===== src/rtl/req_priority_encoder_8to3.sv =====
// Registered 74LS148-style 8-to-3 priority encoder with edge-captured, sticky
// active-low requests and a valid/ack handshake toward the consumer.
module req_priority_encoder_8to3 #(
  parameter int SYNC_STAGES = 2
) (
  input  logic       clk,
  input  logic       rst,
  input  logic       EI_n,
  input  logic [7:0] I_n,
  input  logic       ack,
  output logic [2:0] A_n,
  output logic       GS_n,
  output logic       valid,
  output logic       EO_n,
  output logic [7:0] pending
);

  typedef enum logic [0:0] {
    IDLE    = 1'b0,
    PRESENT = 1'b1
  } state_t;

  state_t                        state_r, state_next_s;
  logic [SYNC_STAGES-1:0][7:0]   sync_r;
  logic [7:0]                    hist_r;
  logic [2:0]                    code_r, code_next_s;
  logic [7:0]                    fall_s, set_s, clr_s, pending_next_s;
  logic                          eo_next_s;

  function automatic logic [2:0] highest_index(input logic [7:0] v);
    logic [2:0] idx;
    idx = 3'd0;
    for (int i = 0; i < 8; i++) begin
      if (v[i]) idx = i[2:0];
    end
    return idx;
  endfunction

  // A fall is synced-low with history still high; only armed lines count.
  assign fall_s = hist_r & ~sync_r[SYNC_STAGES-1];

  // Next-state, grant code and pending update.
  always_comb begin
    state_next_s = state_r;
    code_next_s  = code_r;
    clr_s        = 8'h00;
    case (state_r)
      IDLE: begin
        if (!EI_n && (pending != 8'h00)) begin
          state_next_s = PRESENT;
          code_next_s  = highest_index(pending);
        end else begin
          state_next_s = IDLE;
        end
      end
      PRESENT: begin
        if (ack) begin
          clr_s        = 8'h01 << code_r;
          state_next_s = IDLE;
        end else if (EI_n) begin
          state_next_s = IDLE;
        end else begin
          state_next_s = PRESENT;
        end
      end
      default: begin
        state_next_s = IDLE;
      end
    endcase
    if (EI_n) begin
      set_s = 8'h00;
    end else begin
      set_s = fall_s;
    end
    // Set is applied after clear so a same-cycle re-request survives the ack.
    pending_next_s = (pending & ~clr_s) | set_s;
    eo_next_s      = ~(!EI_n && (pending == 8'h00) && (state_r == IDLE));
  end

  // Synchronizer, history, FSM and registered outputs.
  always_ff @(posedge clk) begin
    if (rst) begin
      sync_r  <= '1;
      hist_r  <= 8'hFF;
      state_r <= IDLE;
      code_r  <= 3'd0;
      pending <= 8'h00;
      A_n     <= 3'b111;
      GS_n    <= 1'b1;
      valid   <= 1'b0;
      EO_n    <= 1'b1;
    end else begin
      sync_r  <= {sync_r[SYNC_STAGES-2:0], I_n};
      hist_r  <= sync_r[SYNC_STAGES-1];
      state_r <= state_next_s;
      code_r  <= code_next_s;
      pending <= pending_next_s;
      EO_n    <= eo_next_s;
      if (state_next_s == PRESENT) begin
        A_n   <= ~code_next_s;
        GS_n  <= 1'b0;
        valid <= 1'b1;
      end else begin
        A_n   <= 3'b111;
        GS_n  <= 1'b1;
        valid <= 1'b0;
      end
    end
  end

endmodule


===== config.mk =====
export PLATFORM = sky130hd
export DESIGN_NAME = req_priority_encoder_8to3
export DESIGN_NICKNAME = d
export VERILOG_FILES = /design/src/rtl/req_priority_encoder_8to3.sv
export SDC_FILE = /design/constraint.sdc
export NUM_CORES = 1
export LEC_CHECK = 0
export CORE_MARGIN = 10
export CORE_UTILIZATION = 50
export CTS_BUF_LIST = sky130_fd_sc_hd__clkbuf_4
export CTS_CLUSTER_SIZE = 10
export DETAILED_ROUTE_END_ITERATION = 8
export PLACE_DENSITY_LB_ADDON = 0.12
export SLEW_MARGIN = 10
export SYNTH_ARGS = -nofsm -noshare
export SYNTH_HDL_FRONTEND = slang
export SYNTH_SLANG_ARGS = --single-unit

===== constraint.sdc =====
create_clock -name clk -period 2 [get_ports clk]
set_input_delay 0.2 -clock clk [delete_from_list [all_inputs] [get_ports clk]]
set_output_delay 0.2 -clock clk [all_outputs]
set_load 0.01 [all_outputs]

== Word level (Yosys, flattened, before mapping) ==
Cells that the tools add are included.
Storage, ports and cells
  bits of input ports: 12
  logic and storage cells: 45
  flip-flop bits (word level): 42
Cells by class
  reductions and logical operators: 7
  muxes and demuxes: 18
  bitwise logic cells: 9
  shift-type cells: 1
Operators with widths (number)
  $mux 3: 8
  $mux 8: 3
  $and 8x8->8: 2
  $not 8->8: 2
  $logic_not 8->1: 1
  $or 8x8->8: 1
  $reduce_bool 8->1: 1
  $shl 1x3->8 const A: 1
  $mux 1: 6
  $logic_and 1x1->1: 3
  $not 1->1: 3
  $not 3->3: 1
  $pmux 1 s2: 1
  $reduce_or 2->1: 1
  $logic_not 1->1: 1

== Depth between registers and ports, before layout ==
Gate-level depths: netlist of run 1.
  depth in word-level cells: 10
  gate-level depth with buffers: 5
  mapped depth without buffers: 4

== Least setup slack after synthesis of run 1 ==
Ideal clock, no wire load.
  path type: flip-flop to flip-flop
  from: register pending[3]
  to: register A_n[1]
  library setup time: 134 ps
  stages on the path, launching flop included: 5
  buffers on the path: 0
  arrival time: 1451 ps
  slack: 415 ps
  path through: dfxtp_1 -> nor4_4 -> a211oi_2 -> nor4b_4 -> or4b_1
On the way
  longest elaborated chain between the ends: 8
  elaborated cells on any way between the ends: 14
RTL lines
  start, declared: RTL line 15  | output logic [7:0] pending
  start signal, assigned: RTL line 97  | pending <= pending_next_s;
  $mux 3 (5 in series): RTL line 34  | if (v[i]) idx = i[2:0];
  $mux 3: RTL line 49  | if (!EI_n && (pending != 8'h00)) begin
  $mux 3: RTL line 47  | case (state_r)
  $not 3->3: RTL line 100  | A_n <= ~code_next_s;
  end signal, assigned: RTL line 100
  end, declared: RTL line 11  | output logic [2:0] A_n,
Several ways; a longest one is shown, not always the timed one.
A chain may end at the register's enable or synchronous reset.

== Final worst setup path of run 1 ==
  from: register pending[7]
  to: output port pending[7]
No word-level cell between the ends.

==> metrics.md, run 1 <==
| Metric | Value |
|---|---|
| Status | complete, no violations |
| Crit path kind | register to primary output |
| Worst vdd ir | 650.0 uV |
| Core box area | 0.002710 mm^2 |
| CP max FO | 5 |
| CP Data Arrival Time | 1.45 ns |
| Hold Fails Final Rpt | 0 |
| Remaining Overflow, GRT | 0 |
| Cts hold-fix bufs | 0 |
| # DRC | 0 |
| Mapped Area | 0.001389 mm^2 |
| # rows | 19 |
| Total routed wirelength | approximately 2.6 mm |
| CP Buf/Inv Count | 1 |
| Vias in the first global route | 952 |
| Vias per cell | 5.291 |
| Kind of end point of the critical path | primary output |
| Post-Syn Nets | 140 |
| CP max stage cell | clkdlybuf4s50_1 |
| Reg-to-reg slack, setup | roughly 0.36 ns |
| Clock-pin slew on the worst setup and hold paths | around 0.1 ns |
| Part of the power in registers | about three fifths |
| Layout cells sized above 1 | 29.75% |
| Syn avg cell area | 10.85 um^2 |
| Worst slack, placed | 0.3624 ns |
| Crit-path max cell delay | roughly 0.6 ns |
| Design Area, Final | 0.001738 mm^2 |
| HP Class | register to register |
| Worst-Skew Late Latency | 0.33 ns |
| Area Growth Syn to Fin | 25.14% |
| IO buf count | 25 |
| Seq cells post-synth | 41 |
| Die Span Y | 72.71 um |
| Critical path required time | 1.80 ns |
| Initial antenna violation count | 0 |
| Total track usage | 10.25% |
| Worst path depth | 1 |
| Fin crit share | 82.37% |
| Starting DRT DRC Count | 80 |
| TNS Setup | 0 ns |
| Critical Path End | pending[7] |
| Initial Utilization | 51.25% |
| Sequential share of the synthesized area | roughly 60% |
| RSZ-0062 raised after global routing | false |
| Sw power | ~0.00032 W |
| CP startpoint | pending[7]$_SDFF_PP0_ |
| Commonest non-fill, non-tap cell in the layout | dfxtp_1 |
| Inserted Diodes | 0 |
| Max_cap viols | 0 |
| Routed length per instance | roughly 14 um |
| Syn. warnings | 0 |
| Routability cong. | 0.8860 |
| CTS tree | built |
| Fmax | 607.0 MHz |
| Detailed-route via count | 1000 |
| Syn Inst Count | 128 |
| Post-CTS sizing | 0 |
| Clock Skews | just over 0.004 ns |
| I/O pin count | 26 |
| Final ANT Viol Nets | 0 |
| RR Startpoint | pending[3]$_SDFF_PP0_ |
| Top delay family on crit path | buffers and inverters |
| Final min period | 1.647 ns |
| Netlist cell types | 24 |
| Slew @ Worst Pin | a little under 0.5 ns |
| Max Slew Vio Count | 0 |
| Htree depth | 2 |
| Switching Share | 22.26% |
| Most frequent cells in the layout | dfxtp_1 (41), clkdlybuf4s50_1 (25), or2_2 (24) |
| Setup bufs post-CTS | 0 |
| Max-Slew Margin vs Limit | 67.39% |
| Clock share of power | approximately 29% |
| Max Buffers Root-to-Sink | 2 |
| Dpl hpwl | 1.847 mm |
| Leak | 0.6208 nW |
| Reg2Reg Depth | 4 |
| PwrDens | roughly 830 mW/mm^2 |
| Setup Viol. Count Final | 0 |
| Largest net degree at the start of global routing | 20 |
| First-pass GRT wire length | 4.312 mm |
| Logic pwr share | 10.4% |
| # nets final | 169 |
| Top FF cell, synth | dfxtp_1 |
| CP cell instances | clkdlybuf4s50_1 |
| Placed inst area | about 0.0017 mm^2 |
| EDFF count, synth | 0 |
| Die area | 0.005286 mm^2 |
| Clk sink count | 41 |
| Total CTS buffers | 5 |
| Worst R2R End | A_n[1]$_SDFF_PP1_ |
| Internal cell power | 0.001124 W |
| Async S/R FF share, synth | 0% |
| Die Width | 72.71 um |
| Setup ws final | 0.3526 ns |
| Drt first pass iters | 5 |
| Root Driver | clkbuf_4 |
| Worst setup SP type | register |
==> kinds of logic (layout without fill, tap and decap cells) <==
logic type / after synthesis / after routing / synth area share, %
and+or+nand+nor: 53 / 53 / 27.93
DFF: 41 / 41 / 59.10
AOI/OAI and AO/OA: 24 / 24 / 10.27
buffers and inverters: 10 / 40 / 2.702
==> cell usage after synthesis, types with 2 or more instances <==
master | number | share of area [%]
dfxtp_1 | 41 | 59
nand2b_1 | 2 | 0.90
nand3b_1 | 2 | 1.1
o21ai_0 | 6 | 2.2
or3b_2 | 8 | 5.0
nor3_1 | 3 | 1.1
o31ai_1 | 3 | 1.6
clkbuf_1 | 6 | 1.6
nand2_1 | 2 | 0.54
inv_1 | 4 | 1.1
nor4_4 | 2 | 3.1
nor2_1 | 3 | 0.81
nand3_1 | 2 | 0.72
a21oi_1 | 11 | 4.0
or2_2 | 24 | 11
==> registers in the layout, summed over array words and instances (netlist names), named ones only <==
name / flops
hist_r: 8
EO_n: 1
sync_r: 16
valid: 1
code_r: 1
A_n: 3
pending: 8
GS_n: 1
==> metrics by stage <==
| stage | power [W] | hold slack, ns | util, % | std cells |
|---|---|---|---|---|
| after floorplan | 0.0009807 | 0.3038 | - | 128 |
| after global placement | 0.001047 | 0.3918 | 61.91 | 181 |
| after detailed placement | 0.001051 | 0.3934 | 61.91 | 181 |
| after CTS | 0.001466 | 0.4030 | 64.13 | 189 |
| after global routing | 0.001509 | 0.4060 | 64.13 | 189 |
| final | 0.001446 | 0.4138 | 64.13 | 189 |
==> area by class of cell <==
class,count,area [um^2]
Inverter,4,15.01
Clock buffer,8,60.06
Fill cell,238,972.2
Sequential cell,41,820.8
Tap cell,31,38.79
Timing Repair Buffer,28,272.8
Multi-Input combinational cell,77,530.5
==> layer usage <==
layer	share of wire [%]	vias to the layer above	wire length, um	global-route usage [%]
li1	-	494	-	-
met1	43	454	1091	10.77
met2	44	46	1114	15.61
met3	12	6	299	5.442
met4	1.9	0	49	6.751
met5	0	-	0	0
==> power groups by stage <==
stage	clock (W)	combinational (W)	sequential, W
2_1_floorplan	0	0.0000829	0.000898
3_3_place_gp	0	0.000148	0.000899
3_5_place_dp	0	0.000151	0.000900
4_1_cts	0.000433	0.000151	0.000881
5_1_grt	0.000456	0.000167	0.000886
6_report	0.000414	0.000151	0.000881
==> worst min path at each step <==
stage | from | endpoint | slack (ns) | depth (start not counted)
6_report | sync_r[4]$_SDFF_PP1_ | sync_r[12]$_SDFF_PP1_ | 0.41 | 1
2_1_floorplan | I_n[0] | sync_r[0]$_SDFF_PP1_ | 0.30 | 1
5_1_grt | I_n[2] | sync_r[2]$_SDFF_PP1_ | 0.41 | 2
3_3_place_gp | sync_r[3]$_SDFF_PP1_ | sync_r[11]$_SDFF_PP1_ | 0.39 | 1
4_1_cts | I_n[6] | sync_r[6]$_SDFF_PP1_ | 0.40 | 2
3_5_place_dp | sync_r[3]$_SDFF_PP1_ | sync_r[11]$_SDFF_PP1_ | 0.39 | 1
Note: power is estimated with default switching activity, not from simulation.
==> run 2, diff against run 1 <==
Clock period 2 ns to 1.7 ns, I/O delays scaled along.
==> run 2 against run 1 <==
Net effect:
- routed wire length up 4.3%
- power up 26%
- count of clock-buffer cells in the layout down 3
- non-clock buffer count up 6
- worst hold slack worse by 0.033 ns
- register-to-register slack worse by 0.28 ns
- sequential share of layout area down 1.6 points
- largest power group unchanged
==> metrics.md, run 2 (synthesis results as in run 1) <==
| Metric | Value |
|---|---|
| Die area | 0.005286 mm^2 (unchanged) |
| Worst setup SP type | register (unchanged) |
| Htree depth | 2 (unchanged) |
| Design Area, Final | 0.001803 mm^2 (was 0.001738 mm^2) |
| Area Growth Syn to Fin | 29.82% (was 25.14%) |
| Crit path kind | register to register (was register to primary output) |
| Hold_sp | I_n[7] (was sync_r[4]$_SDFF_PP1_) |
| Final ANT Viol Nets | 0 (unchanged) |
| I/O pin count | 26 (unchanged) |
| Fin crit share | between 90% and 100% |
| Reg-to-reg slack, setup | 0.08 ns (was 0.36 ns) |
| Max reg flops | 16 (unchanged) |
| Total CTS buffers | 5 (unchanged) |
| Cts hold-fix bufs | 0 (unchanged) |
| Critical path required time | 1.92 ns (was 1.80 ns) |
| # DRC | 0 (unchanged) |
| Top flop regs | sync_r (16), hist_r (8), pending (8) (unchanged) |
| Worst R2R End | A_n[1]$_SDFF_PP1_ (unchanged) |
| Initial Utilization | 51.25% (unchanged) |
| Hold Fails Final Rpt | 0 (unchanged) |
| Tot Pwr | 0.001823 W (was 0.001446 W) |
| RR Startpoint | pending[0]$_SDFF_PP0_ (was pending[3]$_SDFF_PP0_) |
| HP Class | primary input to register (was register to register) |
| CP Data Arrival Time | 1.84 ns (was 1.45 ns) |
| Largest net degree at the start of global routing | 20 (unchanged) |
| Cells on Worst Hold Path | 2 (was 1) |
| Detailed-route via count | 1025 (was 1000) |
| Clock Skews | 0.01046 ns (was 0.004081 ns) |
| RSZ-0062 raised after global routing | false (unchanged) |
| Worst-Skew Late Latency | 0.34 ns (was 0.33 ns) |
| Max_cap viols | 0 (unchanged) |
| Status | complete, no violations (unchanged) |
| Clock-pin slew on the worst setup and hold paths | 0.12 ns (was 0.10 ns) |
| Slew @ Worst Pin | 0.4006 ns (was 0.4830 ns) |
| Max-Slew Margin vs Limit | 72.95% (was 67.39%) |
| Die Width | 72.71 um (unchanged) |
| Total track usage | 11.06% (was 10.25%) |
| Drt first pass iters | 4 (was 5) |
| TNS Setup | 0 ns (unchanged) |
| # rows | 19 (unchanged) |
| CTS tree | built (unchanged) |
| Worst hold margin | 0.3807 ns (was 0.4138 ns) |
| Placed inst area | 0.001723 mm^2 (was 0.001678 mm^2) |
| Die Span Y | 72.71 um (unchanged) |
| Final min period | 1.619 ns |
| IO buf count | 25 (unchanged) |
| Routed length per instance | 13.67 um (was 13.52 um) |
| Worst vdd ir | 736.2 uV (was 650.0 uV) |
| # nets final | 175 (was 169) |
| Routability cong. | 0.8658 (was 0.8860) |
| Remaining Overflow, GRT | 0 (unchanged) |
| Most frequent cells in the layout | dfxtp_1 (40), clkdlybuf4s50_1 (25), or2_2 (24) (was dfxtp_1 (41), clkdlybuf4s50_1 (25), or2_2 (24)) |
| Setup Viol. Count Final | 0 (unchanged) |
| Reg2Reg Depth | 4 (unchanged) |
| Fmax | 617.6 MHz |
| Kind of end point of the critical path | register (was primary output) |
| End of the worst hold path | sync_r[7]$_SDFF_PP1_ (was sync_r[12]$_SDFF_PP1_) |
| Setup bufs post-CTS | 0 (unchanged) |
| Commonest non-fill, non-tap cell in the layout | dfxtp_1 (unchanged) |
| First-pass GRT wire length | 4.650 mm (was 4.312 mm) |
| Max Buffers Root-to-Sink | 2 (unchanged) |
| Total routed wirelength | 2.666 mm (was 2.555 mm) |
| Layout cells sized above 1 | 32.32% (was 29.75%) |
| Leak | 0.6554 nW (was 0.6208 nW) |
| CP max FO | 4 (was 5) |
| PwrDens | 1011 mW/mm^2 (was 831.8 mW/mm^2) |
| Vias in the first global route | 1043 (was 952) |
| Core box area | 0.002710 mm^2 (unchanged) |
| Starting DRT DRC Count | 80 (unchanged) |
| Inserted Diodes | 0 (unchanged) |
| Max Slew Vio Count | 0 (unchanged) |
| Dpl hpwl | 1.943 mm (was 1.847 mm) |
| Vias per cell | 5.256 (was 5.291) |
| Clk sink count | 41 (unchanged) |
| Initial antenna violation count | 0 (unchanged) |
| Root Driver | clkbuf_4 (unchanged) |
| Largest register by flop count | sync_r (unchanged) |
| Number of filler cells placed in the layout | 234 (was 238) |
## run 2: power by group
| group | switching (W) | internal [W] | total, W | leakage [nW] |
|---|---|---|---|---|
| registers | 0.0000300 | 0.00100 | 0.00103 | 0.337 |
| clock network | 0.000293 | 0.000304 | 0.000597 | 0.0389 |
| logic | 0.0000780 | 0.000113 | 0.000191 | 0.279 |
## run 2: cell type report
| class | count | area (um^2) | share of cell area, % |
|---|---|---|---|
| well taps | 31 | 38.79 | 2.151 |
| inverters | 4 | 15.01 | 0.8328 |
| clock buffers | 5 | 37.54 | 2.082 |
| flip-flops and latches | 41 | 822.0 | 45.59 |
| multi-input cells | 77 | 530.5 | 29.42 |
| repair buffers | 34 | 317.8 | 17.63 |
| clock inverters | 3 | 41.29 | 2.290 |
## run 2: how the worst max path moves through the flow
stage	from	end	depth (start not counted)
2_1_floorplan	pending[3]$_SDFF_PP0_	A_n[1]$_SDFF_PP1_	4
3_3_place_gp	pending[3]$_SDFF_PP0_	A_n[1]$_SDFF_PP1_	4
3_5_place_dp	pending[3]$_SDFF_PP0_	A_n[1]$_SDFF_PP1_	4
4_1_cts	pending[3]$_SDFF_PP0_	A_n[1]$_SDFF_PP1_	4
5_1_grt	pending[0]$_SDFF_PP0_	A_n[1]$_SDFF_PP1_	4
6_report	pending[0]$_SDFF_PP0_	A_n[1]$_SDFF_PP1_	4
## run 2: what timing repair did
item                                   CTS  global route
endpoints found under the hold margin    0             0
setup endpoints to repair                0             2
resized for setup                        0             1
## run 2: per-layer routing
metal  vias up  wire length, um  global-route usage, %
li1        505                -                      -
met1       463             1112                  11.65
met2        50             1208                  17.24
met3         7              296                  5.578
met4         0               48                  6.751
met5         -                0                      0
## run 2: metrics by stage
step                worst slack, ns  utilization, %  std cells
floorplan                    0.1152               -        128
global placement             0.1229           63.57        187
detailed placement          0.05400           63.57        187
CTS                         0.03767           66.48        195
global route                0.01859           66.53        195
finish                      0.08086           66.53        195
## run 2: worst max-delay path, cell delays in order (launching register included)
cell and delay, ns:
dfxtp_1 0.36, nor4_4 0.39, a211oi_2 0.15, nor4b_4 0.16, or4b_1 0.46
==> run 3, diff against run 2 <==
Settings changed: RECOVER_POWER set to 25.
==> run 3 against run 2 <==
Net effect:
- final cell count stayed put
- fmax is 0.23% lower
- clock power hardly changed
- setup slack worse by 0.0037 ns
- via count is 0.88% lower
- worst hold slack better by 0.00071 ns
- largest cell class unchanged
- routed wire length hardly changed
==> metrics.md, run 3 (synthesis results as in run 1) <==
| Metric | Value |
|---|---|
| Clock-pin slew on the worst setup and hold paths | 0.12 ns (about the same) |
| HP Class | primary input to register (unchanged) |
| Max reg flops | 16 (unchanged) |
| Die Width | 72.71 um (unchanged) |
| Vias in the first global route | 1043 (unchanged) |
| Top flop regs | sync_r (16), hist_r (8), pending (8) (unchanged) |
| Setup Viol. Count Final | 0 (unchanged) |
| Inserted Diodes | 0 (unchanged) |
| Final min period | 1.623 ns (was 1.619 ns) |
| Reg-to-reg slack, setup | 0.08 ns (about the same) |
| IO buf count | 25 (unchanged) |
| RSZ-0062 raised after global routing | false (unchanged) |
| Kind of end point of the critical path | register (unchanged) |
| Total CTS buffers | 5 (unchanged) |
| Status | complete, no violations (unchanged) |
| CP cell instances | nor4_4 > a211oi_2 > nor4b_4 > or4b_1 (unchanged) |
| Root Driver | clkbuf_4 (unchanged) |
| Worst setup SP type | register (unchanged) |
| Layout cells sized above 1 | 31.10% (was 32.32%) |
| Max Buffers Root-to-Sink | 2 (unchanged) |
| RR Startpoint | pending[0]$_SDFF_PP0_ (unchanged) |
| Slew @ Worst Pin | 0.6311 ns (was 0.4006 ns) |
| First-pass GRT wire length | 4.650 mm (unchanged) |
| CTS tree | built (unchanged) |
| Dpl hpwl | 1.943 mm (unchanged) |
| Commonest non-fill, non-tap cell in the layout | dfxtp_1 (unchanged) |
| Fmax | 616.2 MHz (was 617.6 MHz) |
| TNS Setup | 0 ns (unchanged) |
| CP Data Arrival Time | 1.85 ns (was 1.84 ns) |
| Max Slew Vio Count | 0 (unchanged) |
| Largest register by flop count | sync_r (unchanged) |
| Worst hold margin | 0.3814 ns (was 0.3807 ns) |
| Total routed wirelength | 2.664 mm (was 2.666 mm) |
| Max_cap viols | 0 (unchanged) |
| Max-Slew Margin vs Limit | 57.93% (was 72.95%) |
| Final ANT Viol Nets | 0 (unchanged) |
| Most frequent cells in the layout | dfxtp_1 (40), or2_2 (24), clkdlybuf4s50_1 (24) (was dfxtp_1 (40), clkdlybuf4s50_1 (25), or2_2 (24)) |
| Number of filler cells placed in the layout | 237 (was 234) |
| CP max FO | 4 (unchanged) |
| End of the worst hold path | sync_r[7]$_SDFF_PP1_ (unchanged) |
| Critical path required time | 1.92 ns (about the same) |
| Clock Skews | 0.01042 ns (was 0.01046 ns) |
| Routed length per instance | 13.66 um (was 13.67 um) |
| Initial antenna violation count | 0 (unchanged) |
| Setup bufs post-CTS | 0 (unchanged) |
| # nets final | 175 (unchanged) |
| # DRC | 0 (unchanged) |
| Drt first pass iters | 4 (unchanged) |
| Starting DRT DRC Count | 65 (was 80) |
| Core box area | 0.002710 mm^2 (unchanged) |
| Die Span Y | 72.71 um (unchanged) |
| Worst vdd ir | 736.2 uV (about the same) |
| Fin crit share | 95.46% (was 95.24%) |
| Die area | 0.005286 mm^2 (unchanged) |
| Hold Fails Final Rpt | 0 (unchanged) |
| Cells on Worst Hold Path | 2 (unchanged) |
| Largest net degree at the start of global routing | 20 (unchanged) |
| Initial Utilization | 51.25% (unchanged) |
| Crit-path max cell delay | 0.46 ns (about the same) |
| I/O pin count | 26 (unchanged) |
| Worst R2R End | A_n[1]$_SDFF_PP1_ (unchanged) |
| Htree depth | 2 (unchanged) |
| Remaining Overflow, GRT | 0 (unchanged) |
| Reg2Reg Depth | 4 (unchanged) |
| Area Growth Syn to Fin | 29.28% (was 29.82%) |
| PwrDens | 1013 mW/mm^2 (was 1011 mW/mm^2) |
| Clk sink count | 41 (unchanged) |
| Vias per cell | 5.210 (was 5.256) |
| Crit path kind | register to register (unchanged) |
| CP Buf/Inv Count | 0 (unchanged) |
| Top delay family on crit path | simple AND/OR/NAND/NOR gates (unchanged) |
| Leak | 0.6484 nW (was 0.6554 nW) |
| Detailed-route via count | 1016 (was 1025) |
| Hold_sp | I_n[7] (unchanged) |
| Worst-Skew Late Latency | 0.34 ns (about the same) |
| Total track usage | 11.06% (unchanged) |
| CP max stage cell | or4b_1 (unchanged) |
| Routability cong. | 0.8658 (unchanged) |
| # rows | 19 (unchanged) |
-- run 3: changes by cell type in the layout (fill, tap and decap cells not counted), sizes merged --
cell | before | now
buf | 9 | 7
clkbuf | 5 | 7
clkdlybuf4s50 | 25 | 24
dlygate4sd3 | 0 | 1
-- run 3: repair_timing --
item / in CTS / in global routing
setup endpoints to repair: 0 / 2
resized for setup: 0 / 1
hold buffers: 0 / 0
-- run 3: per-stage QoR --
stage                     instance area [um^2]  total power [W]  utilization, %  instances  setup WS, ns
after floorplan                           1389         0.001154               -        128        0.1152
after global placement                    1723         0.001241           63.57        187        0.1229
after detailed placement                  1723         0.001247           63.57        187       0.05400
after CTS                                 1802         0.001841           66.48        195       0.03767
after global routing                      1795         0.001911           66.25        195       0.01859
final                                     1795         0.001820           66.25        195       0.07717
-- run 3: worst max-delay path by stage --
stage                                startpoint           endpoint  cells past startpoint
after global placement    pending[3]$_SDFF_PP0_  A_n[1]$_SDFF_PP1_                      4
after floorplan           pending[3]$_SDFF_PP0_  A_n[1]$_SDFF_PP1_                      4
after detailed placement  pending[3]$_SDFF_PP0_  A_n[1]$_SDFF_PP1_                      4
after global routing      pending[0]$_SDFF_PP0_  A_n[1]$_SDFF_PP1_                      4
final                     pending[0]$_SDFF_PP0_  A_n[1]$_SDFF_PP1_                      4
after CTS                 pending[3]$_SDFF_PP0_  A_n[1]$_SDFF_PP1_                      4
-- run 3: layout make-up --
type                       instances  area (um^2)  area share (%)
inverter                           4        15.01          0.8362
clock buffer                       5        37.54           2.091
timing repair buffer              34        310.3           17.28
clock inverter                     3        41.29           2.300
tap                               31        38.79           2.160
sequential                        41        822.0           45.78
multi-input combinational         77        530.5           29.55
-- run 3: metal layers --
layer	routed length [um]	up-vias	global-route usage (%)
li1	-	505	-
met5	0	-	0
met2	1221	43	17.24
met4	42	0	6.751
met3	282	5	5.578
met1	1117	463	11.65
-- run 3: power breakdown --
part	internal, W	leakage (nW)	total (W)	switching [W]
combinational	0.000110	0.272	0.000188	0.0000779
sequential	0.00100	0.337	0.00103	0.0000299
clock	0.000304	0.0389	0.000597	0.000292
total	0.00142	0.648	0.00182	0.000400
==> patch: new RTL, settings of run 2 <==
`SYNC_STAGES`: 2 -> 4.
--- a/src/rtl/req_priority_encoder_8to3.sv
+++ b/src/rtl/req_priority_encoder_8to3.sv
@@ -3,3 +3,3 @@
 module req_priority_encoder_8to3 #(
-  parameter int SYNC_STAGES = 2
+  parameter int SYNC_STAGES = 4
 ) (
Behaviour: not the same (a bounded check fails within 4 cycles, from zero or initial values and one cycle with rst high).
==> patch against run 2 <==
Final area is 27% higher. Total power is 42% higher. Sequential cell count is 16 higher. Largest cell class unchanged. Sequential share of layout area is 4.4 points higher. Routed wire length is 15% higher. Synthesized area is 31% higher. Worst setup slack worse by 14 ps. Critical endpoint is now pending[6]. Critical path type is now register to output pin. Global-route usage is 0.76 points lower. Combinational power is 35% lower.
==> patch: results (changes against run 2) <==
Pin count of the biggest net entering global routing = 36 (was 20)
Pre-CTS setup slack = 28.0 ps (was 54.0 ps)
Top delay family on crit path = buffers and inverters (was simple AND/OR/NAND/NOR gates)
Hold path start = I_n[3] (was I_n[7])
Post-Route Skew = 8.63 ps (was 10.5 ps)
TritonRoute pass-1 iters = 5 (was 4)
Placed cell count = 230 (was 187)
Number of distinct library cells after synthesis = 25 (was 24)
Power drawn by the combinational cells = 0.125 mW (was 0.191 mW)
Run status = complete, no violations (unchanged)
Met3 Routed Length = 223 um (was 296 um)
Met2 routed wirelength = 1460 um (was 1210 um)
Max incr delay on CP = 540 ps (was 460 ps)
Worst Setup SP = pending[6] (was pending[0])
Hold path endpoint = sync_r[3] (was sync_r[7])
Leakage = 0.822 nW (was 0.655 nW)
GR Layer Usage met1 = 11.1% (was 11.6%)
Fraction of the yosys area taken by sequential cells = 62.8% (was 59.1%)
Final Worst Setup Slack = 66.5 ps (was 80.9 ps)
Switching Share = 20.6% (was 22.0%)
Proportion of layout cells with a drive suffix above 1 = 35.5% (was 32.3%)
All-layer global routing usage = 10.3% (was 11.1%)
Total number of vias = 1196 (was 1025)
Post-route worst hold slack = 343 ps (was 381 ps)
Final Instance Count excl. Fillers = 246 (was 195)
Iteration-0 DRC count of the detailed router = 54 (was 80)
GR met2 Demand/Resource = 15.7% (was 17.2%)
Number of fillers in the final layout = 286 (was 234)
Global-route track usage on met3 = 4.34% (was 5.58%)
Number of nets produced by synthesis = 174 (was 140)
Leading post-synthesis cells by instance count = 57 x dfxtp_1, 34 x or2_2, 11 x a21oi_1, 8 x clkbuf_1, 8 x or3b_2 (was 41 x dfxtp_1, 24 x or2_2, 11 x a21oi_1, 8 x or3b_2)
Synth top area cells = dfxtp_1 63%, or2_2 12%, or3b_2 3.9% (was dfxtp_1 59%, or2_2 11%, or3b_2 5.0%)
Placed Instance Area = 2130 um2 (was 1720 um2)
Metal-1 WL = 1330 um (was 1110 um)
Arr. time, crit path = 1460 ps (was 1840 ps)
Clock-pin transition on the worst setup and hold timing paths = 100 ps (was 120 ps)
Wire length of the first global-routing pass = 5050 um (was 4650 um)
Number of global-route vias before repair = 1126 (was 1043)
Clk network pwr share = 41.4% (was 32.8%)
Depth of the CTS H-tree = 3 (was 2)
[patch: changes by cell type in the layout (fill, tap and decap cells not counted), sizes merged]
cell | run 2 | this run
clkbuf | 5 | 10
clkinv | 1 | 3
buf | 9 | 5
bufinv | 1 | 2
or2 | 24 | 40
dfxtp | 41 | 57
[patch: how the worst max path moves through the flow]
stage / slack (ps) / endpoint
after floorplan: 120 / A_n[1]
after global placement: 100 / A_n[1]
after detailed placement: 30 / A_n[1]
after CTS: 20 / valid
after global routing: -4 / A_n[1]
final: 70 / pending[6]
[patch: logic make-up after synthesis]
| logic type | Yosys count | share of synthesized area, % |
|---|---|---|
| and+or+nand+nor | 69 | 26.9 |
| AOI/OAI and AO/OA | 24 | 7.85 |
| DFF | 57 | 62.8 |
| buffers and inverters | 12 | 2.48 |
[patch: cell type report]
class                      instances  area share [%]
sequential                        57            49.9
multi-input combinational         93            27.5
timing repair buffer              30            12.5
clock inverter                     6            3.60
clock buffer                      10            3.27
tap                               46            2.51
inverter                           4           0.654
